File: src/rtl/fetch_decode_ctrl_if.sv
// Control bundle between the fetch/decode pipeline and its sequencer.
// slave: the sequencer (status in, controls out); master: the pipeline.
interface fetch_decode_ctrl_if #(
    parameter int REG_W = 5,
    parameter int CNT_W = 16
);
    logic             i_ready;
    logic             m_busy;
    logic             exc;
    logic             x_branch_taken;
    logic             x_mem_read;
    logic [REG_W-1:0] x_rd;
    logic [REG_W-1:0] d_rs;
    logic [REG_W-1:0] d_rt;
    logic             d_uses_rs;
    logic             d_uses_rt;
    logic [1:0]       pc_sel;
    logic             f_stall;
    logic             fd_hold;
    logic             fd_flush;
    logic             dx_flush;
    logic             pipe_hold;
    logic [1:0]       state;
    logic [CNT_W-1:0] stall_cnt;

    modport master (
        output i_ready, m_busy, exc, x_branch_taken, x_mem_read,
        output x_rd, d_rs, d_rt, d_uses_rs, d_uses_rt,
        input  pc_sel, f_stall, fd_hold, fd_flush, dx_flush,
        input  pipe_hold, state, stall_cnt
    );

    modport slave (
        input  i_ready, m_busy, exc, x_branch_taken, x_mem_read,
        input  x_rd, d_rs, d_rt, d_uses_rs, d_uses_rt,
        output pc_sel, f_stall, fd_hold, fd_flush, dx_flush,
        output pipe_hold, state, stall_cnt
    );
endinterface

File: src/rtl/fetch_decode_ctrl.sv
// Fetch / F-D sequencer: PC select, stall, hold and flush controls.
// Ports: clock, reset (async active-low), bus (slave modport).
module fetch_decode_ctrl #(
    parameter int REG_W   = 5,
    parameter int BUBBLES = 1,
    parameter int CNT_W   = 16
) (
    input logic               clock,
    input logic               reset,
    fetch_decode_ctrl_if.slave bus
);
    typedef enum logic [1:0] {
        RUN      = 2'd0,
        MEMWAIT  = 2'd1,
        REDIRECT = 2'd2,
        IMISS    = 2'd3
    } state_e;

    localparam logic [2:0] BUB = 3'(BUBBLES);

    state_e           state_q, state_d;
    logic [2:0]       bub_q, bub_d;
    logic [CNT_W-1:0] cnt_q, cnt_d;

    logic       load_use;
    logic       miss_wait;
    state_e     redir_st;
    logic [1:0] pc_sel;
    logic       f_stall, fd_hold, fd_flush, dx_flush, pipe_hold;

    always_ff @(posedge clock or negedge reset) begin
        if (!reset) begin
            state_q <= RUN;
            bub_q   <= 3'd0;
            cnt_q   <= '0;
        end else begin
            state_q <= state_d;
            bub_q   <= bub_d;
            cnt_q   <= cnt_d;
        end
    end

    always_comb begin
        pc_sel    = 2'b00;
        f_stall   = 1'b0;
        fd_hold   = 1'b0;
        fd_flush  = 1'b0;
        dx_flush  = 1'b0;
        pipe_hold = 1'b0;
        state_d   = state_q;
        bub_d     = bub_q;
        miss_wait = 1'b0;
        redir_st  = (BUB != 3'd0) ? REDIRECT : RUN;
        load_use  = bus.x_mem_read && (bus.x_rd != '0) &&
                    ((bus.d_uses_rs && (bus.d_rs == bus.x_rd)) ||
                     (bus.d_uses_rt && (bus.d_rt == bus.x_rd)));

        if (bus.exc) begin
            pc_sel   = 2'b10;
            fd_flush = 1'b1;
            dx_flush = 1'b1;
            bub_d    = BUB;
            state_d  = redir_st;
        end else if (bus.m_busy) begin
            // Freeze everything; a pending branch is re-seen after busy drops.
            f_stall   = 1'b1;
            fd_hold   = 1'b1;
            pipe_hold = 1'b1;
            state_d   = MEMWAIT;
        end else if (bus.x_branch_taken) begin
            pc_sel   = 2'b01;
            fd_flush = 1'b1;
            dx_flush = 1'b1;
            bub_d    = BUB;
            state_d  = redir_st;
        end else if (state_q == REDIRECT) begin
            fd_flush = 1'b1;
            bub_d    = bub_q - 3'd1;
            if (bub_q <= 3'd1) begin
                bub_d   = 3'd0;
                state_d = bus.i_ready ? RUN : IMISS;
            end
        end else begin
            // RUN, released MEMWAIT, or IMISS: decode holds a bubble
            // while the miss persists, so no hazard check then.
            miss_wait = (state_q == IMISS) && !bus.i_ready;
            if (load_use && !miss_wait) begin
                f_stall  = 1'b1;
                fd_hold  = 1'b1;
                dx_flush = 1'b1;
                state_d  = RUN;
            end else if (!bus.i_ready) begin
                f_stall  = 1'b1;
                fd_flush = 1'b1;
                state_d  = IMISS;
            end else begin
                state_d = RUN;
            end
        end
    end

    always_comb begin
        cnt_d = cnt_q;
        if (f_stall && (cnt_q != '1)) begin
            cnt_d = cnt_q + 1'b1;
        end
    end

    // Reset holds fetch stalled and F/D bubbled regardless of inputs.
    always_comb begin
        if (!reset) begin
            bus.pc_sel    = 2'b00;
            bus.f_stall   = 1'b1;
            bus.fd_hold   = 1'b0;
            bus.fd_flush  = 1'b1;
            bus.dx_flush  = 1'b0;
            bus.pipe_hold = 1'b0;
        end else begin
            bus.pc_sel    = pc_sel;
            bus.f_stall   = f_stall;
            bus.fd_hold   = fd_hold;
            bus.fd_flush  = fd_flush;
            bus.dx_flush  = dx_flush;
            bus.pipe_hold = pipe_hold;
        end
    end

    assign bus.state     = state_q;
    assign bus.stall_cnt = cnt_q;
endmodule
File: src/flat_wrapper.sv
// flat-port wrapper written by rule: the top's interface ports become plain ports
module fetch_decode_ctrl_flat 
#(
    parameter int REG_W   = 5,
    parameter int BUBBLES = 1,
    parameter int CNT_W   = 16
)
  (clock, reset, bus_i_ready, bus_m_busy, bus_exc, bus_x_branch_taken, bus_x_mem_read, bus_x_rd, bus_d_rs, bus_d_rt, bus_d_uses_rs, bus_d_uses_rt, bus_pc_sel, bus_f_stall, bus_fd_hold, bus_fd_flush, bus_dx_flush, bus_pipe_hold, bus_state, bus_stall_cnt);
  fetch_decode_ctrl_if #(.REG_W(REG_W), .CNT_W(CNT_W)) bus_i ();
  input logic clock;
  input logic reset;
  input wire logic [$bits(bus_i.i_ready)-1:0] bus_i_ready;
  input wire logic [$bits(bus_i.m_busy)-1:0] bus_m_busy;
  input wire logic [$bits(bus_i.exc)-1:0] bus_exc;
  input wire logic [$bits(bus_i.x_branch_taken)-1:0] bus_x_branch_taken;
  input wire logic [$bits(bus_i.x_mem_read)-1:0] bus_x_mem_read;
  input wire logic [$bits(bus_i.x_rd)-1:0] bus_x_rd;
  input wire logic [$bits(bus_i.d_rs)-1:0] bus_d_rs;
  input wire logic [$bits(bus_i.d_rt)-1:0] bus_d_rt;
  input wire logic [$bits(bus_i.d_uses_rs)-1:0] bus_d_uses_rs;
  input wire logic [$bits(bus_i.d_uses_rt)-1:0] bus_d_uses_rt;
  output wire logic [$bits(bus_i.pc_sel)-1:0] bus_pc_sel;
  output wire logic [$bits(bus_i.f_stall)-1:0] bus_f_stall;
  output wire logic [$bits(bus_i.fd_hold)-1:0] bus_fd_hold;
  output wire logic [$bits(bus_i.fd_flush)-1:0] bus_fd_flush;
  output wire logic [$bits(bus_i.dx_flush)-1:0] bus_dx_flush;
  output wire logic [$bits(bus_i.pipe_hold)-1:0] bus_pipe_hold;
  output wire logic [$bits(bus_i.state)-1:0] bus_state;
  output wire logic [$bits(bus_i.stall_cnt)-1:0] bus_stall_cnt;
  assign bus_i.i_ready = bus_i_ready;
  assign bus_i.m_busy = bus_m_busy;
  assign bus_i.exc = bus_exc;
  assign bus_i.x_branch_taken = bus_x_branch_taken;
  assign bus_i.x_mem_read = bus_x_mem_read;
  assign bus_i.x_rd = bus_x_rd;
  assign bus_i.d_rs = bus_d_rs;
  assign bus_i.d_rt = bus_d_rt;
  assign bus_i.d_uses_rs = bus_d_uses_rs;
  assign bus_i.d_uses_rt = bus_d_uses_rt;
  assign bus_pc_sel = bus_i.pc_sel;
  assign bus_f_stall = bus_i.f_stall;
  assign bus_fd_hold = bus_i.fd_hold;
  assign bus_fd_flush = bus_i.fd_flush;
  assign bus_dx_flush = bus_i.dx_flush;
  assign bus_pipe_hold = bus_i.pipe_hold;
  assign bus_state = bus_i.state;
  assign bus_stall_cnt = bus_i.stall_cnt;
  fetch_decode_ctrl #(.REG_W(REG_W), .BUBBLES(BUBBLES), .CNT_W(CNT_W)) u_core (.clock(clock), .reset(reset), .bus(bus_i));
endmodule
File: config.mk
export PLATFORM = sky130hd
export DESIGN_NAME = fetch_decode_ctrl_flat
export DESIGN_NICKNAME = d
export VERILOG_FILES = /design/src/rtl/fetch_decode_ctrl_if.sv /design/src/rtl/fetch_decode_ctrl.sv /design/src/flat_wrapper.sv
export SDC_FILE = /design/constraint.sdc
export NUM_CORES = 1
export LEC_CHECK = 0
export CORE_UTILIZATION = 49
export CTS_BUF_LIST = sky130_fd_sc_hd__clkbuf_8
export CTS_CLUSTER_DIAMETER = 200
export CTS_CLUSTER_SIZE = 25
export DETAILED_ROUTE_END_ITERATION = 6
export PLACE_DENSITY = 0.87
export SLEW_MARGIN = 20
export SYNTH_ARGS = -nofsm -noshare
export SYNTH_HDL_FRONTEND = slang
export SYNTH_SLANG_ARGS = --single-unit
File: constraint.sdc
create_clock -name clock -period 5.45 [get_ports clock]
set_clock_uncertainty 0.1 [all_clocks]
set_input_delay 0.8175 -clock clock [delete_from_list [all_inputs] [get_ports clock]]
set_output_delay 0.8175 -clock clock [all_outputs]
set_load 0.02 [all_outputs]
==> flow_summary.ini, run 1 <==
[run_status]
outcome = completed

[worst_setup_path]
path_cells = clkdlybuf4s50_1, xnor2_1, nand4_1, o22ai_2, a21oi_2, buf_4, o21ai_0, clkdlybuf4s50_1
path_max_fanout = 16
timing.rr.start = u_core.bus.stall_cnt[0]
cp.required_ps = 4530
path_common_cell = clkdlybuf4s50_1
start_kind = input pin
r2r_cells = 7
slowest_stage = clkdlybuf4s50_1
startpoint = bus_x_rd[0]
crit_buf_inv = 3
crit_path_max_incr_delay_ps = 620
critical_path.top_delay_family = buffers and inverters
r2r_end = u_core.bus.stall_cnt[1]
path_depth = 8
cp-endpoint = bus_f_stall
r2r_slack_ps = 3310
timing_worst_setup_path_type = in -> out
worstSetupEndpointType = output pin
cp_data_arrival_time_ps = 2980

[power_and_ir_drop]
leakage_nw = 0.784
ir_drop_mv = 0.303
power_density_nw_per_um2 = 268
switching_share_pct = 35.2
clkPwrFrac_pct = 19.8
p_sw_mw = 0.178
seqPwrFrac_pct = 42.3
p_comb_share_pct = 37.9
cell_internal_pwr_mw = 0.327

[placement]
placedCellCount = 216
dp_hpwl_um = 2510
dp_slack_ps = 1560
io_buffers = 48
gp_congestion = 0.802

[detailed_routing]
dr.pass1.iters = 4
drc = 0
routed_wl_um = 3240
via_per_inst = 5.57
num_vias = 1225
first_iter_violations = 30
wl_per_cell_um = 14.7
ant_nets = 0

[clock_network]
clock_sinks = 21
clk_pin_slew_ps = 70
post-cts-setup-buffer-count = 0
cts_resized = 0
ctsHtreeMaxLevel = 1
clockBufferDepth = 2
ctsHoldBuffers = 0
cts_made_buffers = 3
clockRootBuffer = clkbuf_8
cts_tree = done
insertion_delay_ps = 260

[global_route]
antenna_found_initial = 0
gr-total-overflow = 0
grt_usage_pct = 24.9
grt_pass1_wl_um = 5180
grt_pass1_vias = 1165
grt_max_degree = 28

[cells_and_area]
utilization_pct = 74.8
final.fill_count = 198
final_common_cell = clkdlybuf4s50_1
drive_gt1_share_pct = 8.95
finalNonFillerCells = 220
areaGrowthSynthToFinish_pct = 41.8
insertedDiodeCount = 0
most-common-layout-cells = clkdlybuf4s50_1, dfrtp_1, nand2_1, xor2_1, xnor2_1
fin_nets = 218

[sta]
fmax_mhz = 257
min_period_over_period_pct = 71.4
layout_setup_ws_ps = 1560
fin_crit_ps = 3890
slew_headroom_pct = 73.3
setup_viol = 0
finalMaxSlewViolations = 0
worst_pin_slew_ps = 395
setup_tns_ps = 0
hold_violations = 0
grt_setup_unrepaired = false
hold-worst-slack_ps = 389

[die]
die_height_um = 54.1
die_area_um2 = 2930
pin_count = 49
initial_core_util_pct = 52.7
core_um2 = 2520
rows = 18
die_x_um = 54.1

[min_path]
hold_class = reg -> reg

[synth]
yosys_warnings = 0
netlist_area_um2 = 1330
ys_seq_elements = 21
synth_cell_types = 38
synth_fp_nets = 166
netlist_instances = 139
synth-seq-area-share_pct = 39.5
synth.avg_cell_area_um2 = 9.57

[run]
cap_violations = 0
per-layer routing:
| metal | global-route usage [%] | routed length, um | vias to the layer above |
|---|---|---|---|
| li1 | - | - | 592 |
| met1 | 30.2 | 1270 | 583 |
| met2 | 46.3 | 1770 | 45 |
| met3 | 2.82 | 166 | 5 |
| met4 | 6.41 | 36 | 0 |
| met5 | 0 | 0 | - |
worst register-to-register path, cell delays in order (launching register included):
cell     delay [ps]
dfrtp_1         430
ha_1            190
nand2_1         100
or3_4           380
nor2_1          100
a21o_2          330
nor2_1          130
mux2_2          280
cell type report:
class                   count  area (um^2)  share of cell area, %
clock buffers               3         41.3                   2.19
inverters                   6         22.5                   1.19
clock inverters             1         3.75                  0.199
flip-flops and latches     21          526                   27.9
well taps                  30         37.5                   1.99
repair buffers             50          495                   26.3
multi-input cells         109          759                   40.3
flip-flops by register name (all words and copies together), names as in the netlist:
signal	cells
u_core.bus.stall_cnt	16
u_core.bub_q	3
u_core.bus.state	2
power by group through the flow:
stage / logic [mW] / clock network (mW) / registers (mW)
after floorplan: 0.0666 / 0 / 0.241
after global placement: 0.185 / 0 / 0.212
after detailed placement: 0.191 / 0 / 0.216
after CTS: 0.193 / 0.102 / 0.213
after global routing: 0.208 / 0.107 / 0.217
final: 0.192 / 0.100 / 0.214
cell families after synthesis:
| logic type | count (synthesis) | share of synthesized area, % |
|---|---|---|
| buffers and inverters | 9 | 3.39 |
| multiplexers | 2 | 1.69 |
| adder cells (fa/ha/maj) | 3 | 2.82 |
| XOR/XNOR | 24 | 15.8 |
| AO/OA/AOI/OAI | 20 | 10.4 |
| AND/OR/NAND/NOR | 60 | 26.3 |
| flip-flops | 21 | 39.5 |
synth_stat cells, drive strengths merged:
master / number / area (um^2)
a21o: 1 / 8.76
a21oi: 5 / 28.8
a31oi: 1 / 6.26
and2: 1 / 6.26
and3: 3 / 18.8
and3b: 1 / 10.0
buf: 2 / 18.8
clkbuf: 1 / 3.75
dfrtp: 21 / 526
ha: 3 / 37.5
inv: 6 / 22.5
mux2: 2 / 22.5
nand2: 13 / 48.8
nand2b: 1 / 6.26
nand3: 9 / 45.0
nand4: 2 / 12.5
nor2: 10 / 37.5
nor2b: 1 / 6.26
nor3: 7 / 35.0
nor3b: 1 / 7.51
nor4: 6 / 71.3
nor4b: 3 / 26.3
o211ai: 1 / 7.51
o21ai: 5 / 25.0
o21ba: 1 / 10.0
o21bai: 2 / 15.0
o22ai: 2 / 18.8
o311a: 1 / 10.0
o311ai: 1 / 8.76
or3: 1 / 11.3
or4: 1 / 7.51
xnor2: 11 / 96.3
xor2: 13 / 114
worst min path at each step:
stage / start / endpoint / slack, ps / cells after the start
detailed placement: u_core.bus.stall_cnt[15] / u_core.bus.stall_cnt[15] / 380 / 1
finish: u_core.bus.stall_cnt[15] / u_core.bus.stall_cnt[15] / 390 / 1
floorplan: u_core.bub_q[2] / u_core.bub_q[2] / 340 / 1
CTS: u_core.bus.stall_cnt[15] / u_core.bus.stall_cnt[15] / 390 / 1
global placement: u_core.bub_q[2] / u_core.bub_q[2] / 380 / 1
global route: u_core.bus.stall_cnt[15] / u_core.bus.stall_cnt[15] / 410 / 1
stage by stage:
stage,instance area [um^2],total power [mW]
6_report,1890,0.505
5_1_grt,1890,0.532
4_1_cts,1890,0.509
3_5_place_dp,1840,0.407
3_3_place_gp,1840,0.397
2_1_floorplan,1330,0.308
Note: power is estimated with default switching activity, not from simulation.
==> run 2: changes to the inputs <==
Settings changed: CORE_UTILIZATION 49 to 41, PLACE_DENSITY 0.87 to 0.78.
Clock period 5.45 ns to 3.4 ns, I/O delays scaled along.
==> run 2 against run 1 <==
Die area up 19%. Combinational power up 58%. Global-route usage down 3.1 points. Count of clock-buffer cells in the layout unchanged. Non-clock buffer count up 1. Via count down 0.65%. Sequential power up 58%. Final cell count up 6.8%. Routed wire length up 6.1%. Worst setup slack worse by 1400 ps. Critical path type unchanged. Highest routed layer unchanged.
==> flow_summary.ini, run 2 (synthesis gave the netlist of run 1 again) <==
[clock_network]
post-cts-setup-buffer-count = 0
clockRootBuffer = clkbuf_8
ctsHtreeMaxLevel = 1
cts_made_buffers = 3
cts_tree = done
clockBufferDepth = 2
clock_sinks = 21
insertion_delay_ps = 260
ctsHoldBuffers = 0
clk_pin_slew_ps = 70
cts_resized = 0

[sta]
fmax_mhz = 309
grt_setup_unrepaired = false
hold-worst-slack_ps = 397
slew_headroom_pct = 77.5
hold_violations = 0
min_period_over_period_pct = 95.3
fin_crit_ps = 3240
setup_viol = 0
worst_pin_slew_ps = 334
finalMaxSlewViolations = 0
setup_tns_ps = 0

[die]
initial_core_util_pct = 43.6
die_area_um2 = 3480
pin_count = 49
die_x_um = 59.0
core_um2 = 3050
die_height_um = 59.0
rows = 20

[power_and_ir_drop]
seqPwrFrac_pct = 42.1
p_comb_share_pct = 37.8
leakage_nw = 0.789
power_density_nw_per_um2 = 421
ir_drop_mv = 0.410
p_sw_mw = 0.281
switching_share_pct = 34.9
clkPwrFrac_pct = 20.1
cell_internal_pwr_mw = 0.524

[worst_setup_path]
startpoint = bus_x_rd[3]
cp_data_arrival_time_ps = 2630
cp.required_ps = 2790
path_max_fanout = 3
r2r_cells = 7
timing_worst_setup_path_type = in -> out
timing.rr.start = u_core.bus.stall_cnt[0]
start_kind = input pin
worstSetupEndpointType = output pin

[global_route]
grt_usage_pct = 21.8
antenna_found_initial = 0
grt_max_degree = 27
grt_pass1_wl_um = 5820
gr-total-overflow = 0
grt_pass1_vias = 1289

[cells_and_area]
most-common-layout-cells = clkdlybuf4s50_1, dfrtp_1, nand2_1, xor2_1, xnor2_1
areaGrowthSynthToFinish_pct = 43.6
largest_register_ffs = 16
insertedDiodeCount = 0
drive_gt1_share_pct = 9.42
fin_nets = 219
final_common_cell = clkdlybuf4s50_1

[placement]
io_buffers = 48
dp_hpwl_um = 2580
gp_congestion = 0.790

[detailed_routing]
drc = 0
via_per_inst = 5.18
ant_nets = 0
wl_per_cell_um = 14.6
num_vias = 1217
first_iter_violations = 33
routed_wl_um = 3440
dr.pass1.iters = 4

[min_path]
min-delay-start = u_core.bus.stall_cnt[9]
hold_depth = 1
hold_class = reg -> reg

[run_status]
outcome = completed

[run]
cap_violations = 0
-- run 2: final timing paths --
check                                          endpoint  slack (ps)
worst min-delay path            u_core.bus.stall_cnt[9]         400
worst max register to register  u_core.bus.stall_cnt[1]        1300
max in group asynchronous       u_core.bus.stall_cnt[8]        2400
worst max-delay path                       bus_dx_flush         160
min in group asynchronous               u_core.bub_q[1]         550
worst min register to register  u_core.bus.stall_cnt[9]         400
-- run 2: metrics by stage --
stage	total power [mW]	util, %	cell area (um^2)	setup slack (ps)	std cells
final	0.805	62.6	1910	160	235
after global routing	0.850	62.6	1910	92.3	235
after CTS	0.809	62.6	1910	196	235
after detailed placement	0.647	61.1	1870	198	231
after global placement	0.639	61.1	1870	311	231
after floorplan	0.493	-	1330	1060	139
-- run 2: layer usage --
layer	vias to the layer above	track usage [%]	share of wire (%)
li1	593	-	-
met1	566	26.2	42
met2	52	40.9	52
met3	6	2.86	5.0
met4	0	5.44	0.81
met5	-	0	0
-- run 2: layout make-up --
class,instances,area [um^2]
Inverter,6,22.5
Sequential cell,21,526
Multi-Input combinational cell,109,759
Fill cell,275,1140
Timing Repair Buffer,51,503
Tap cell,44,55.1
Clock inverter,1,3.75
Clock buffer,3,41.3
-- run 2: power groups by stage --
| stage | Sequential [mW] | Clock (mW) | Combinational, mW |
|---|---|---|---|
| 6_report | 0.339 | 0.162 | 0.304 |
| 5_1_grt | 0.345 | 0.173 | 0.333 |
| 4_1_cts | 0.339 | 0.162 | 0.307 |
| 3_5_place_dp | 0.343 | 0 | 0.304 |
| 3_3_place_gp | 0.342 | 0 | 0.297 |
| 2_1_floorplan | 0.387 | 0 | 0.107 |
-- run 2: critical path, cell delays in order --
cell and delay (ps):
clkdlybuf4s50_1 540, xnor2_1 150, nand4_1 140, o22ai_2 280, and3b_2 240, o311a_1 150
clkdlybuf4s50_1 610
==> run 3: changes to the inputs <==
Settings changed: SLEW_MARGIN 20 to not set.
==> results of run 3 <==
The final DEF is identical to that of run 2; final timing and power are the same.
==> edit 1, RTL diff (settings of run 2) <==
`CNT_W` is set to 16 in 3 places; all go to 14.
--- a/src/rtl/fetch_decode_ctrl_if.sv
+++ b/src/rtl/fetch_decode_ctrl_if.sv
@@ -3,5 +3,5 @@
 interface fetch_decode_ctrl_if #(
     parameter int REG_W = 5,
-    parameter int CNT_W = 16
+    parameter int CNT_W = 14
 );
     logic             i_ready;
--- a/src/rtl/fetch_decode_ctrl.sv
+++ b/src/rtl/fetch_decode_ctrl.sv
@@ -4,5 +4,5 @@
     parameter int REG_W   = 5,
     parameter int BUBBLES = 1,
-    parameter int CNT_W   = 16
+    parameter int CNT_W   = 14
 ) (
     input logic               clock,
--- a/src/flat_wrapper.sv
+++ b/src/flat_wrapper.sv
@@ -4,5 +4,5 @@
     parameter int REG_W   = 5,
     parameter int BUBBLES = 1,
-    parameter int CNT_W   = 16
+    parameter int CNT_W   = 14
 )
   (clock, reset, bus_i_ready, bus_m_busy, bus_exc, bus_x_branch_taken, bus_x_mem_read, bus_x_rd, bus_d_rs, bus_d_rt, bus_d_uses_rs, bus_d_uses_rt, bus_pc_sel, bus_f_stall, bus_fd_hold, bus_fd_flush, bus_dx_flush, bus_pipe_hold, bus_state, bus_stall_cnt);
Interface: changed (resized bus_stall_cnt); port bits go from 49 to 47. No check against the original RTL was run, so the function may have changed too.
==> edit 1 against run 2 <==
  * The run now ends with design-rule violations left
  * Cell count fell by 6.8%
  * Worst hold slack better by 0.0020 ns
  * Routed wire length shrank 7.4%
  * Cell area shrank 2.6%
  * Power fell by 11%
  * Sequential cell count decreased by 2
  * Area after synthesis is 3.6% lower
  * Setup slack gained 0.32 ns
  * Critical path type unchanged
  * Largest cell class unchanged
  * Largest power group unchanged
  * Highest routed layer unchanged
==> edit 1: results <==
[status]
outcome = "complete, but fails checks"
violated_checks = "design-rule violations"

[detailed_routing]
route.layer.met1.wl_um = 1389
drtIter0Drc = 35
dr_wl_met2_um = 1608
vias = 1216
drcViolationCount = 3
first_pass_iteration_count_of_the_detailed_router = 6

[global_route]
grt_start_max_net_pins = 17
groute.usage.overall_pct = 21.07
grt_pass1_wl_um = 5616

[place]
place.gp.congestion = 0.8383
portBuffers = 46
dpl_cell_area_um2 = 1807
place_hpwl_um = 2483

[final_layout]
layout.cells.non_filler = 219
largest_register_ff_count = 14
num-fill-cells = 228
layout-drive-gt1-share_pct = 9.043

[synth]
synth_compound_area_share_pct = 13.85
synth.area.top_cells = "dfrtp_1 (37%), xnor2_1 (16%), nand3_1 (3.9%)"
synth_commonest_cells = "xnor2_1 (23), dfrtp_1 (19), nand2_1 (12)"
post_syn_nets = 161
synthAdderAreaFrac_pct = 2.927
synth_seq_area_share_pct = 37.07
synthMuxAreaShare_pct = 1.171
avgSynthCellArea_um2 = 9.571

[critical_path]
cp_slowest_cell = "or4_4"
endpoint_arrival_time_on_the_critical_path_ns = 2.31
cpPeakStageDelay_ns = 0.57
critical_path_peak_fanout = 5

[power_and_ir_drop]
static-leakage-power_nw = 0.7669
power.net_switching_mw = 0.2380

[clock_tree]
cts.reportedPaths.clkPinSlew_ns = 0.07

[timing]
max_slew_margin_pct = 66.99
[edit 1: cell types whose count changed after synthesis, sizes merged, moves of 3 or more]
cell | before | now
nor3 | 7 | 2
and3 | 3 | 6
xnor2 | 11 | 23
o31ai | 0 | 3
nand4 | 2 | 6
xor2 | 13 | 0
nor4 | 6 | 2
[edit 1: layer usage]
layer	up-vias	GRT usage, %
met5	-	0
met4	0	6.803
met3	6	3.348
met2	39	36.45
met1	579	26.93
li1	592	-
[edit 1: worst paths after layout]
kind                                           from                        to  slack (ns)  depth (start not counted)
setup / recovery                        bus_x_rd[0]               bus_fd_hold        0.48                          7
hold / removal             u_core.bus.stall_cnt[12]  u_core.bus.stall_cnt[12]        0.40                          1
setup reg to reg            u_core.bus.stall_cnt[0]   u_core.bus.stall_cnt[9]        1.45                          7
hold reg to reg            u_core.bus.stall_cnt[12]  u_core.bus.stall_cnt[12]        0.40                          1
max in group asynchronous                     reset   u_core.bus.stall_cnt[1]        2.49                          2
min in group asynchronous                     reset           u_core.bub_q[0]        0.51                          2
[edit 1: power groups by stage]
stage                     clock network (mW)  registers (mW)  logic, mW
after floorplan                            0           0.329      0.106
after global placement                     0           0.297      0.262
after detailed placement                   0           0.301      0.268
after CTS                              0.155           0.297      0.270
after global routing                   0.164           0.303      0.291
final                                  0.152           0.297      0.268
[edit 1: layout make-up]
class	instances	share of cell area [%]
well taps	31	2.083
clock buffers	3	2.218
multi-input cells	107	40.86
inverters	5	1.008
flip-flops and latches	19	25.54
repair buffers	53	28.09
clock inverters	1	0.2016
[edit 1: what timing repair did]
action | CTS | global route
endpoints found under the setup margin | 0 | 4
hold endpoints to repair | 0 | 0
resized for setup | 0 | 4
==> edit 2, RTL diff (config.mk and constraints of run 2) <==
Without the edit above. Reset style: synchronous (`reset`), changed in one clocked block. Comments in the files are not updated.
--- a/src/rtl/fetch_decode_ctrl.sv
+++ b/src/rtl/fetch_decode_ctrl.sv
@@ -29,5 +29,5 @@
     logic       f_stall, fd_hold, fd_flush, dx_flush, pipe_hold;
 
-    always_ff @(posedge clock or negedge reset) begin
+    always_ff @(posedge clock) begin
         if (!reset) begin
             state_q <= RUN;
Formal check against the unedited RTL: differs if reset is asserted again (counterexample within 4 cycles, from zero or initial values and one cycle with reset low); with reset held inactive, the same outputs for 10 cycles.
==> edit 2 against run 2 <==
  * Worst hold slack worse by 0.021 ns
  * Critical path depth unchanged
  * Die area about the same
  * Critical path type unchanged
  * Setup slack better by 0.14 ns
  * First-iteration DRC count up 88%
  * Sequential cell count unchanged
  * Sequential share of layout area down 5.7 points
  * Cell area up 0.79%
  * Non-clock buffer count up 2
  * Count of clock-buffer cells in the layout unchanged
  * Area after synthesis about the same
  * Routed wire length down 4.7%
Power is not compared: it rests on default switching activity, and its combinational part moved more than twofold at a synthesized area within 25%.
==> edit 2: results <==
[clock_tree]
cts.reportedPaths.clkPinSlew_ns = 0.08
cts.repair_timing.setup_buffer_count = 0
cell_at_the_root_of_the_clock_tree = "clkbuf_8"
cts-root-to-sink-buffers = 2

[hold_path]
whs_path_depth = 2
whs_endpoint = "u_core.bub_q[2]"
min-delay-start = "u_core.bub_q[2]"

[critical_path]
r2r-end = "u_core.bus.stall_cnt[1]"
cp_slowest_cell = "or4_1"
register_to_register_path_depth = 8
cpPeakStageDelay_ns = 0.53
critical_path_peak_fanout = 3
critPathLaunch = "bus_x_rd[0]"
worst_r2r_startpoint = "u_core.bus.stall_cnt[0]"
endpoint_arrival_time_on_the_critical_path_ns = 2.49
setup_slack_of_the_worst_register_to_register_path_ns = 0.99

[status]
outcome = "complete, no violations"

[place]
place_hpwl_um = 2566
portBuffers = 48
place.gp.congestion = 0.8701

[synth]
synth-async-reset-ratio_pct = 0
synth_seq_area_share_pct = 31.58
synth_commonest_cells = "dfxtp_1 (21), a21oi_1 (18), or3_1 (11)"
synth.area.top_cells = "dfxtp_1 (32%), a21oi_1 (6.8%), xnor2_1 (6.6%)"
ys.warnings.count = 0
synthFlopType = "dfxtp_1"
post_syn_nets = 192
synthDistinctLibCells = 45

[final_layout]
n_antenna_cell = 0
finalNetCount = 245
layout-drive-gt1-share_pct = 6.452

[global_route]
groute.usage.overall_pct = 19.54
grt_pass1_wl_um = 5313
via_count_of_the_first_global_routing_pass = 1297
grt_start_max_net_pins = 17
grt_antenna_before_repair = 0

[timing]
hold_slack_ns = 0.3759
max_slew_margin_pct = 65.05

[detailed_routing]
route.detailed.vias_per_inst = 5.429
avgRoutedWirePerCell_um = 12.57
first_pass_iteration_count_of_the_detailed_router = 4
drtIter0Drc = 62

[power_and_ir_drop]
static-leakage-power_nw = 0.6348
cell_internal_pwr_mw = 0.3973
ir_drop_mv = 0.1889

[flow_run]
cap_viol_max_count = 0
==> edit 2: cell count changes after synthesis, sizes merged, moves of 3 or more <==
cell,change
a21oi,+14
dfrtp,-21
dfxtp,+21
nand2,-3
nand4,+4
nor3,-6
nor4,-3
nor4b,-3
o21a,+3
o21ai,+10
or3,+10
xor2,-12
==> edit 2: through the flow <==
| step | utilization, % | instances | worst slack [ns] | area (um^2) | power [mW] |
|---|---|---|---|---|---|
| after global routing | 62.56 | 261 | 0.1344 | 1926 | 0.5767 |
| final | 62.56 | 261 | 0.2974 | 1926 | 0.5485 |
| after detailed placement | 60.77 | 257 | -0.01318 | 1871 | 0.3841 |
| after CTS | 62.32 | 261 | 0.03127 | 1918 | 0.5542 |
| after floorplan | - | 165 | 0.7984 | 1331 | 0.3257 |
| after global placement | 60.77 | 257 | 0.02843 | 1871 | 0.3808 |
==> edit 2: cells by family after synthesis <==
group | after synthesis | synth area share (%)
AND/OR/NAND/NOR | 65 | 27.54
AO/OA/AOI/OAI | 52 | 25.56
flip-flops | 21 | 31.58
buffers and inverters | 12 | 4.511
XOR/XNOR | 11 | 7.237
adder cells (fa/ha/maj) | 3 | 2.820
multiplexers | 1 | 0.7519
==> edit 2: power groups by stage <==
stage	sequential [mW]	clock (mW)	combinational [mW]
floorplan	0.266	0	0.0597
global placement	0.262	0	0.118
detailed placement	0.263	0	0.121
CTS	0.257	0.176	0.121
global route	0.258	0.189	0.130
finish	0.257	0.172	0.119
==> edit 2: layer usage <==
metal  track usage [%]  share of wire, %
met1             22.46                44
met3             3.930               4.0
met5                 0                 0
met4             6.122              0.55
met2             36.04                51
==> edit 2: how the worst max path moves through the flow <==
stage,endpoint
6_report,bus_fd_flush
5_1_grt,bus_fd_flush
4_1_cts,bus_fd_hold
3_5_place_dp,bus_fd_flush
3_3_place_gp,bus_fd_flush
2_1_floorplan,bus_fd_flush
==> edit 2: area by class of cell <==
type,instances,area [um^2]
clock buffers,3,41.29
clock inverters,1,7.507
fillers,288,1152
inverters,7,26.28
multi-input cells,132,850.8
flip-flops and latches,21,420.4
well taps,44,55.05
repair buffers,53,524.3
==> edit 2: timing repair <==
action                                  4_1_cts  5_1_grt
pin swaps                                     0        0
endpoints found under the setup margin        1        3
resized for setup                             1        3
==> edit 2: critical path: cells and delay by family <==
| kind | cells | cell delay, ns |
|---|---|---|
| buf+inv | 2 | 0.83 |
| simple gates | 2 | 0.70 |
| compound gates | 3 | 0.45 |
